==> config.mk <==
export PLATFORM = sky130hd
export DESIGN_NAME = refill_arbiter
export DESIGN_NICKNAME = d
export VERILOG_FILES = /design/src/rtl/refill_arbiter_pkg.sv /design/src/rtl/refill_beat_checker.sv /design/src/rtl/refill_arbiter.sv
export SDC_FILE = /design/constraint.sdc
export NUM_CORES = 1
export LEC_CHECK = 0
export ABC_AREA = 1
export CAP_MARGIN = 20
export CORE_UTILIZATION = 34
export DETAILED_ROUTE_END_ITERATION = 10
export PLACE_DENSITY = 0.81
export SYNTH_ARGS = -nofsm -noshare
export SYNTH_HDL_FRONTEND = slang
export SYNTH_SLANG_ARGS = --single-unit
==> constraint.sdc <==
create_clock -name clk -period 1.7 [get_ports clk]
set_input_delay 0.34 -clock clk [delete_from_list [all_inputs] [get_ports clk]]
set_output_delay 0.34 -clock clk [all_outputs]
set_load 0.02 [all_outputs]
==> src/rtl/refill_arbiter_pkg.sv <==
// rtl/refill_arbiter_pkg.sv - shared encodings and default widths for the refill arbiter
package refill_arbiter_pkg;

   localparam int DEF_ADDR_W = 32;
   localparam int DEF_DATA_W = 32;
   localparam int DEF_LEN_W  = 4;

   typedef enum logic [1:0] {
      ST_IDLE = 2'd0,
      ST_ADDR = 2'd1,
      ST_DATA = 2'd2
   } state_e;

   typedef enum logic {
      OWN_IC = 1'b0,
      OWN_DC = 1'b1
   } owner_e;

endpackage

==> src/rtl/refill_beat_checker.sv <==
// rtl/refill_beat_checker.sv - holds the granted burst length and beat count, flags length mismatches
module refill_beat_checker #(
   parameter int LEN_W = 4
) (
   input  logic             clk,
   input  logic             rst,
   input  logic             load,
   input  logic [LEN_W-1:0] len_in,
   input  logic             start,
   input  logic             beat,
   input  logic             last,
   output logic [LEN_W-1:0] len,
   output logic             proto_err
);

   logic [LEN_W-1:0] len_q, len_d;
   logic [LEN_W-1:0] cnt_q, cnt_d;
   logic             err_q, err_d;

   always_comb begin
      len_d = len_q;
      cnt_d = cnt_q;
      err_d = err_q;
      if (load) begin
         len_d = len_in;
      end
      if (start) begin
         cnt_d = '0;
      end else if (beat) begin
         cnt_d = cnt_q + 1'b1;
         // early last or missing last both mean the bus disagrees with the granted length
         if ((last && (cnt_q != len_q)) || (!last && (cnt_q == len_q))) begin
            err_d = 1'b1;
         end
      end
   end

   always_ff @(posedge clk) begin
      if (rst) begin
         len_q <= '0;
         cnt_q <= '0;
         err_q <= 1'b0;
      end else begin
         len_q <= len_d;
         cnt_q <= cnt_d;
         err_q <= err_d;
      end
   end

   assign len       = len_q;
   assign proto_err = err_q;

endmodule

==> src/rtl/refill_arbiter.sv <==
// rtl/refill_arbiter.sv - shares one read-burst port between I-cache and D-cache refills
// Optional REFILL_RR_EN selects round-robin arbitration instead of fixed D-cache priority.
module refill_arbiter
   import refill_arbiter_pkg::*;
#(
   parameter int ADDR_W = DEF_ADDR_W,
   parameter int DATA_W = DEF_DATA_W,
   parameter int LEN_W  = DEF_LEN_W
) (
   input  logic              clk,
   input  logic              rst,
   input  logic              ic_req,
   input  logic [ADDR_W-1:0] ic_addr,
   input  logic [LEN_W-1:0]  ic_len,
   output logic              ic_gnt,
   output logic              ic_rvalid,
   output logic              ic_rlast,
   input  logic              dc_req,
   input  logic [ADDR_W-1:0] dc_addr,
   input  logic [LEN_W-1:0]  dc_len,
   output logic              dc_gnt,
   output logic              dc_rvalid,
   output logic              dc_rlast,
   output logic [DATA_W-1:0] rdata,
   input  logic              ic_flush,
   output logic              ar_valid,
   output logic [ADDR_W-1:0] ar_addr,
   output logic [LEN_W-1:0]  ar_len,
   input  logic              ar_ready,
   input  logic              r_valid,
   input  logic [DATA_W-1:0] r_data,
   input  logic              r_last,
   output logic              r_ready,
   output logic              busy,
   output logic              proto_err
);

   state_e            state_q, state_d;
   owner_e            owner_q, owner_d;
   logic [ADDR_W-1:0] addr_q, addr_d;
   logic              gnt_q, gnt_d;
   logic              drop_q, drop_d;
   logic              grant, pick_dc, beat, ar_fire;
   logic [LEN_W-1:0]  len_in;

`ifdef REFILL_RR_EN
   owner_e last_owner_q, last_owner_d;

   // on a tie the cache that was not granted last wins
   assign pick_dc = dc_req && (!ic_req || (last_owner_q == OWN_IC));

   always_comb begin
      last_owner_d = last_owner_q;
      if (grant) begin
         last_owner_d = pick_dc ? OWN_DC : OWN_IC;
      end
   end

   always_ff @(posedge clk) begin
      if (rst) begin
         last_owner_q <= OWN_IC;
      end else begin
         last_owner_q <= last_owner_d;
      end
   end
`else
   assign pick_dc = dc_req;
`endif

   assign grant   = (state_q == ST_IDLE) && (dc_req || ic_req);
   assign ar_fire = (state_q == ST_ADDR) && ar_ready;
   assign beat    = (state_q == ST_DATA) && r_valid;
   assign len_in  = pick_dc ? dc_len : ic_len;

   always_ff @(posedge clk) begin
      if (rst) begin
         state_q <= ST_IDLE;
      end else begin
         state_q <= state_d;
      end
   end

   always_comb begin
      state_d = state_q;
      case (state_q)
         ST_IDLE: if (dc_req || ic_req)  state_d = ST_ADDR;
         ST_ADDR: if (ar_ready)          state_d = ST_DATA;
         ST_DATA: if (r_valid && r_last) state_d = ST_IDLE;
         default:                        state_d = ST_IDLE;
      endcase
   end

   always_comb begin
      owner_d = owner_q;
      addr_d  = addr_q;
      gnt_d   = grant;
      drop_d  = drop_q;
      if (grant) begin
         owner_d = pick_dc ? OWN_DC : OWN_IC;
         addr_d  = pick_dc ? dc_addr : ic_addr;
      end
      if ((state_q != ST_IDLE) && (owner_q == OWN_IC) && ic_flush) begin
         drop_d = 1'b1;
      end
      if (beat && r_last) begin
         drop_d = 1'b0;
      end
   end

   always_ff @(posedge clk) begin
      if (rst) begin
         owner_q <= OWN_DC;
         addr_q  <= '0;
         gnt_q   <= 1'b0;
         drop_q  <= 1'b0;
      end else begin
         owner_q <= owner_d;
         addr_q  <= addr_d;
         gnt_q   <= gnt_d;
         drop_q  <= drop_d;
      end
   end

   refill_beat_checker #(.LEN_W(LEN_W)) u_checker (
      .clk       (clk),
      .rst       (rst),
      .load      (grant),
      .len_in    (len_in),
      .start     (ar_fire),
      .beat      (beat),
      .last      (r_last),
      .len       (ar_len),
      .proto_err (proto_err)
   );

   // a flush in the same cycle as a beat must already hide that beat
   always_comb begin
      ar_valid  = (state_q == ST_ADDR);
      ar_addr   = addr_q;
      r_ready   = (state_q == ST_DATA);
      busy      = (state_q != ST_IDLE);
      ic_gnt    = gnt_q && (owner_q == OWN_IC);
      dc_gnt    = gnt_q && (owner_q == OWN_DC);
      ic_rvalid = beat && (owner_q == OWN_IC) && !drop_q && !ic_flush;
      dc_rvalid = beat && (owner_q == OWN_DC);
      ic_rlast  = ic_rvalid && r_last;
      dc_rlast  = dc_rvalid && r_last;
      rdata     = beat ? r_data : '0;
   end

endmodule
; Yosys cells after proc, flatten, opt, wreduce, memory -nomap -nowiden
; Index checks and enable logic that the tools add are counted.
[word_totals]
ff_bits = 46
input_bits = 112
out_inout_bits = 78
wordCells = 54
[classes]
n_addsub = 1
eq_ne = 7
muxes = 8
n_bitwise = 2
reduce_logical = 28
[ops]
columns = operator, n
row1 = $mux W32, 2
row2 = $logic_and A1 B1 Y1, 17
row3 = $mux W2, 3
row4 = $ne A2 B1 Y1 const B, 3
row5 = $pmux W2 S3, 1
row6 = $reduce_and A3 Y1, 2
row7 = $add A4 B1 Y4 const B, 1
row8 = $eq A4 B4 Y1, 1
row9 = $mux W4, 1
row10 = $ne A4 B4 Y1, 1
row11 = $reduce_or A2 Y1, 2
row12 = $logic_not A1 Y1, 3
row13 = $eq A2 B1 Y1 const B, 1
row14 = $eq A2 B2 Y1 const B, 1
row15 = $logic_not A2 Y1, 1
row16 = $logic_or A1 B1 Y1, 2
row17 = $not A1 Y1, 2
row18 = $reduce_bool A2 Y1, 1
row19 = $mux W1, 1

; Depth between registers and ports, before layout
[depth]
ltp_word = 6
depth_mapped = 8
ltp_nobuf = 8

; Hierarchy
; Synthesis repeated with hierarchy kept, for this count alone.
[unflattened]
cells_unflattened = 494
hier_area_um2 = 2735.1
[by_module_without_submodules]
columns = module, instances, cells_each, area_per_inst_um2, seq_area_each_um2
row1 = refill_arbiter, 1, 431, 2290.9, 740.7
row2 = refill_beat_checker, 1, 63, 444.2, 180.2

; Worst setup path after synthesis
; Ideal clock, no wire load.
[synth_timing]
kind = register to output
startpoint = register state_q[0]
endpoint = output port rdata[10]
arrival_ns = 1.250
required_ns = 1.360
slack_ns = 0.110
stages_incl_launch_ff = 8
n_path_buf = 2
path_cell_list = dfxtp_1 inv_1 nand2_1 inv_2 nand2_1 buf_2 buf_2 nor2_1
[synth_via]
elab_chain_len = 3
[synth_rtl]
columns = item, line_no
row1 = start: declaration, refill_arbiter.sv:38  ; state_e state_q, state_d;
row2 = start signal: assignment, refill_arbiter.sv:79  ; state_q <= state_d;
row3 = $eq A2 B2 Y1, n/a
row4 = via r_ready, refill_arbiter.sv:33  ; output logic r_ready,
row5 = $logic_and A1 B1 Y1, refill_arbiter.sv:72  ; assign beat = (state_q == ST_DATA) && r_valid;
row6 = $mux W32, refill_arbiter.sv:148  ; rdata = beat ? r_data : '0;
row7 = end: declaration, refill_arbiter.sv:24  ; output logic [DATA_W-1:0] rdata,
; The timed path passes the listed nets, and every way through them passes these cells.

; Worst setup path in the final report
[layout_timing]
startpoint = register state_q[0]
endpoint = output port rdata[24]
[layout_via]
elab_chain_len = 3
[layout_rtl]
columns = item, line_no
row1 = $eq A2 B2 Y1, refill_arbiter.sv:72
row2 = $logic_and A1 B1 Y1, refill_arbiter.sv:72
row3 = $mux W32, refill_arbiter.sv:148
; No other way between the ends.

==> impl_metrics.tcl <==
set metrics [dict create \
    status "completed" \
    tritoncts "built" \
    crit-reg2reg-capture "ar_addr[28]" \
    count_of_final_setup_violators 0 \
    hold_path_class "flop to flop" \
    worst_max_slew_margin_expressed_relative_to_the_limit_pct 73.4 \
    synth.area.top_cells "sky130_fd_sc_hd__dfxtp_1, sky130_fd_sc_hd__a21oi_1, sky130_fd_sc_hd__inv_1, sky130_fd_sc_hd__nor2_1, sky130_fd_sc_hd__o21ai_0" \
    area_growth_syn_to_layout_pct 86.5 \
    port_buffers 189 \
    post_cts_hold_buffer_count 0 \
    layout-drive-gt1-share_pct 16.4 \
    layout_commonest_cell "sky130_fd_sc_hd__clkdlybuf4s50_1" \
    syn-num-nets 505 \
    crit_arrival_ns 1.33 \
    fin_nets 699 \
    yosys_warnings 0 \
    timing.reg2reg.worst_path_depth 6 \
    rows 30 \
    layout_common_cells "sky130_fd_sc_hd__clkdlybuf4s50_1, sky130_fd_sc_hd__inv_1, sky130_fd_sc_hd__nor2_1" \
    gpl.final_weighted_congestion 0.853 \
    final_min_period_over_clock_period_pct 98.5 \
    wl_met1_um 3400 \
    worstSetupEndpoint "rdata[24]" \
    post-route-worst-setup-slack_ns 0.0261 \
    synth_sequential_area_ratio_pct 37.0 \
    gr-usage-all-layers_pct 22.9 \
    worstMarginPinSlew_ns 0.399 \
    worst_setup_path_startpoint "state_q[0]" \
    syn_area_um2 2490 \
    detailroute.via_count 3081 \
    synth.ff_latch_count 46 \
    post-synth-top-area-fraction_pct 37.0 \
    floorplan.die.width_um 87.5 \
    fp.coreArea_um2 6940 \
    layout_min_cycle_time_ns 1.67 \
    layoutNonFillerInstCount 682 \
    wl_met2_um 4470 \
    synth_top_cell_by_area "sky130_fd_sc_hd__dfxtp_1" \
    regArea_um2 922 \
    netlist_instances 392 \
    timing.reg2reg.setup_slack_ns 0.30 \
    detail_route.drc_violations 0 \
    p_leak_nw 2.25 \
    worst_setup_hold_path_clk_slew_ns 0.08 \
    placement.setup.worst_slack_ns -0.548 \
    gr-total-overflow 0 \
    drt.antenna.violating_nets 0 \
    final_hold_viol_count 0 \
    cts.sinks 46 \
    detail_route.vias_per_cell 4.52 \
    synth_cell_type_count 22 \
    highest_layer "met4" \
    fillCellCount 593 \
    dpl.hpwl_um 7100 \
    detail_route.first_pass.iterations 4 \
    rsz0062_at_grt "true" \
    cts_buffer_depth 2 \
    max-vdd-ir-drop_mv 0.527 \
    drv.max_cap_violation_count 0 \
    grt_pass1_wl_um 13600 \
    dieArea_um2 7660 \
    drt-total-wl_um 9010 \
    path_class "flop to output pin" \
    wire_per_inst_um 13.2 \
    grt_pass1_vias 2929 \
    power.density_nw_per_um2 697 \
    syn_area_per_cell_um2 6.35 \
    reg2reg_from "state_q[1]" \
    setup-tns-final_ns 0 \
    drt_iter0_drc 52 \
    n_antenna_cell 0 \
    timing.critical_path.fanout_max 31 \
    combined_area_of_the_multi_input_logic_cells_um2 1140 \
    clock_insertion_delay_worst_skew_ns 0.29 \
    cp.required_ns 1.36 \
    numCtsBuffers 5 \
    drv_slew 0 \
    worst_setup_path_start_kind "flop" \
    initial_util_pct 35.8 \
    fp.dieH_um 87.5 \
    power_mw 3.23 \
    final.setup_skew_ns 0.00885 \
    number_of_antenna_violations_at_the_first_check_in_global_routing 0 \
    dp_cells 675 \
    cts.root.buffer_cell "sky130_fd_sc_hd__clkbuf_8" \
    h_tree_lvl_count 2 \
    critPathCaptureType "output pin" \
    detailed_route_wirelength_on_metal3_um 936 \
    boundaryPins 190 \
    fmax_mhz 597 \
    grt_start_max_net_pins 45 \
]
[Yosys cell counts, drive strengths merged]
cell	count
or2	1
inv	88
a21oi	79
nor3	2
clkbuf	5
nand3	5
o21ai	37
nor2	80
nand2	27
a211oi	1
buf	18
a221oi	1
o21bai	1
dfxtp	46
ha	1
[cell families (layout without fill, tap and decap cells)]
family | Yosys count | in the layout | share of synthesized area (%)
AO/OA/AOI/OAI | 119 | 119 | 25.8
adder cells (fa/ha/maj) | 1 | 1 | 0.503
buffers and inverters | 111 | 305 | 18.5
flip-flops | 46 | 46 | 37.0
AND/OR/NAND/NOR | 115 | 115 | 18.2
[cell type report]
class	instances	area share (%)
Clock inverter	1	0.647
Tap cell	96	2.59
Clock buffer	6	1.78
Inverter	88	7.12
Multi-Input combinational cell	235	24.7
Sequential cell	46	19.9
Timing Repair Buffer	210	43.3
[sequential cells by signal, summed over array words and instances, names as in the netlist]
name and count:
u_checker.len 4, u_checker.proto_err 1, ar_addr 32, state_q 2
gnt_q 1, u_checker.cnt_q 4, owner_q 1, drop_q 1
[report_power, final]
| group | internal (mW) | switching [mW] |
|---|---|---|
| sequential | 1.20 | 0.0639 |
| clock | 0.471 | 0.349 |
| combinational | 0.601 | 0.553 |
[routing by layer]
metal	vias to the layer above	track usage [%]
li1	1594	-
met1	1327	23.5
met2	139	43.0
met3	21	8.39
met4	0	7.15
met5	-	0
[how the worst min path moves through the flow]
stage                              startpoint             endpoint  slack, ns  cells past startpoint
final                     u_checker.proto_err  u_checker.proto_err       0.46                      2
after floorplan                           rst           state_q[0]       0.41                      1
after detailed placement  u_checker.proto_err  u_checker.proto_err       0.46                      2
after global routing      u_checker.proto_err  u_checker.proto_err       0.50                      2
after CTS                 u_checker.proto_err  u_checker.proto_err       0.47                      2
after global placement    u_checker.proto_err  u_checker.proto_err       0.44                      2
[per-stage QoR]
step / area [um^2] / util [%] / hold WS, ns
after CTS: 4500 / 64.9 / 0.467
after floorplan: 2490 / - / 0.409
after detailed placement: 4550 / 65.5 / 0.459
after global routing: 4640 / 66.8 / 0.496
final: 4640 / 66.8 / 0.462
after global placement: 4550 / 65.5 / 0.442
[timing repair]
action	in CTS	in global routing
resized for setup	161	55
buffers inserted	0	0
setup endpoints to repair	41	41
gates cloned	0	0
pin swaps	0	1
[critical path, stage by stage, from the launching register on]
cell                      delay [ns]
sky130_fd_sc_hd__dfxtp_2        0.33
sky130_fd_sc_hd__inv_2          0.06
sky130_fd_sc_hd__nand2_2        0.05
sky130_fd_sc_hd__inv_2          0.07
sky130_fd_sc_hd__nand2_2        0.09
sky130_fd_sc_hd__buf_12         0.18
sky130_fd_sc_hd__nor2_2         0.11
sky130_fd_sc_hd__buf_4          0.16
(Power assumes the default switching activity.)
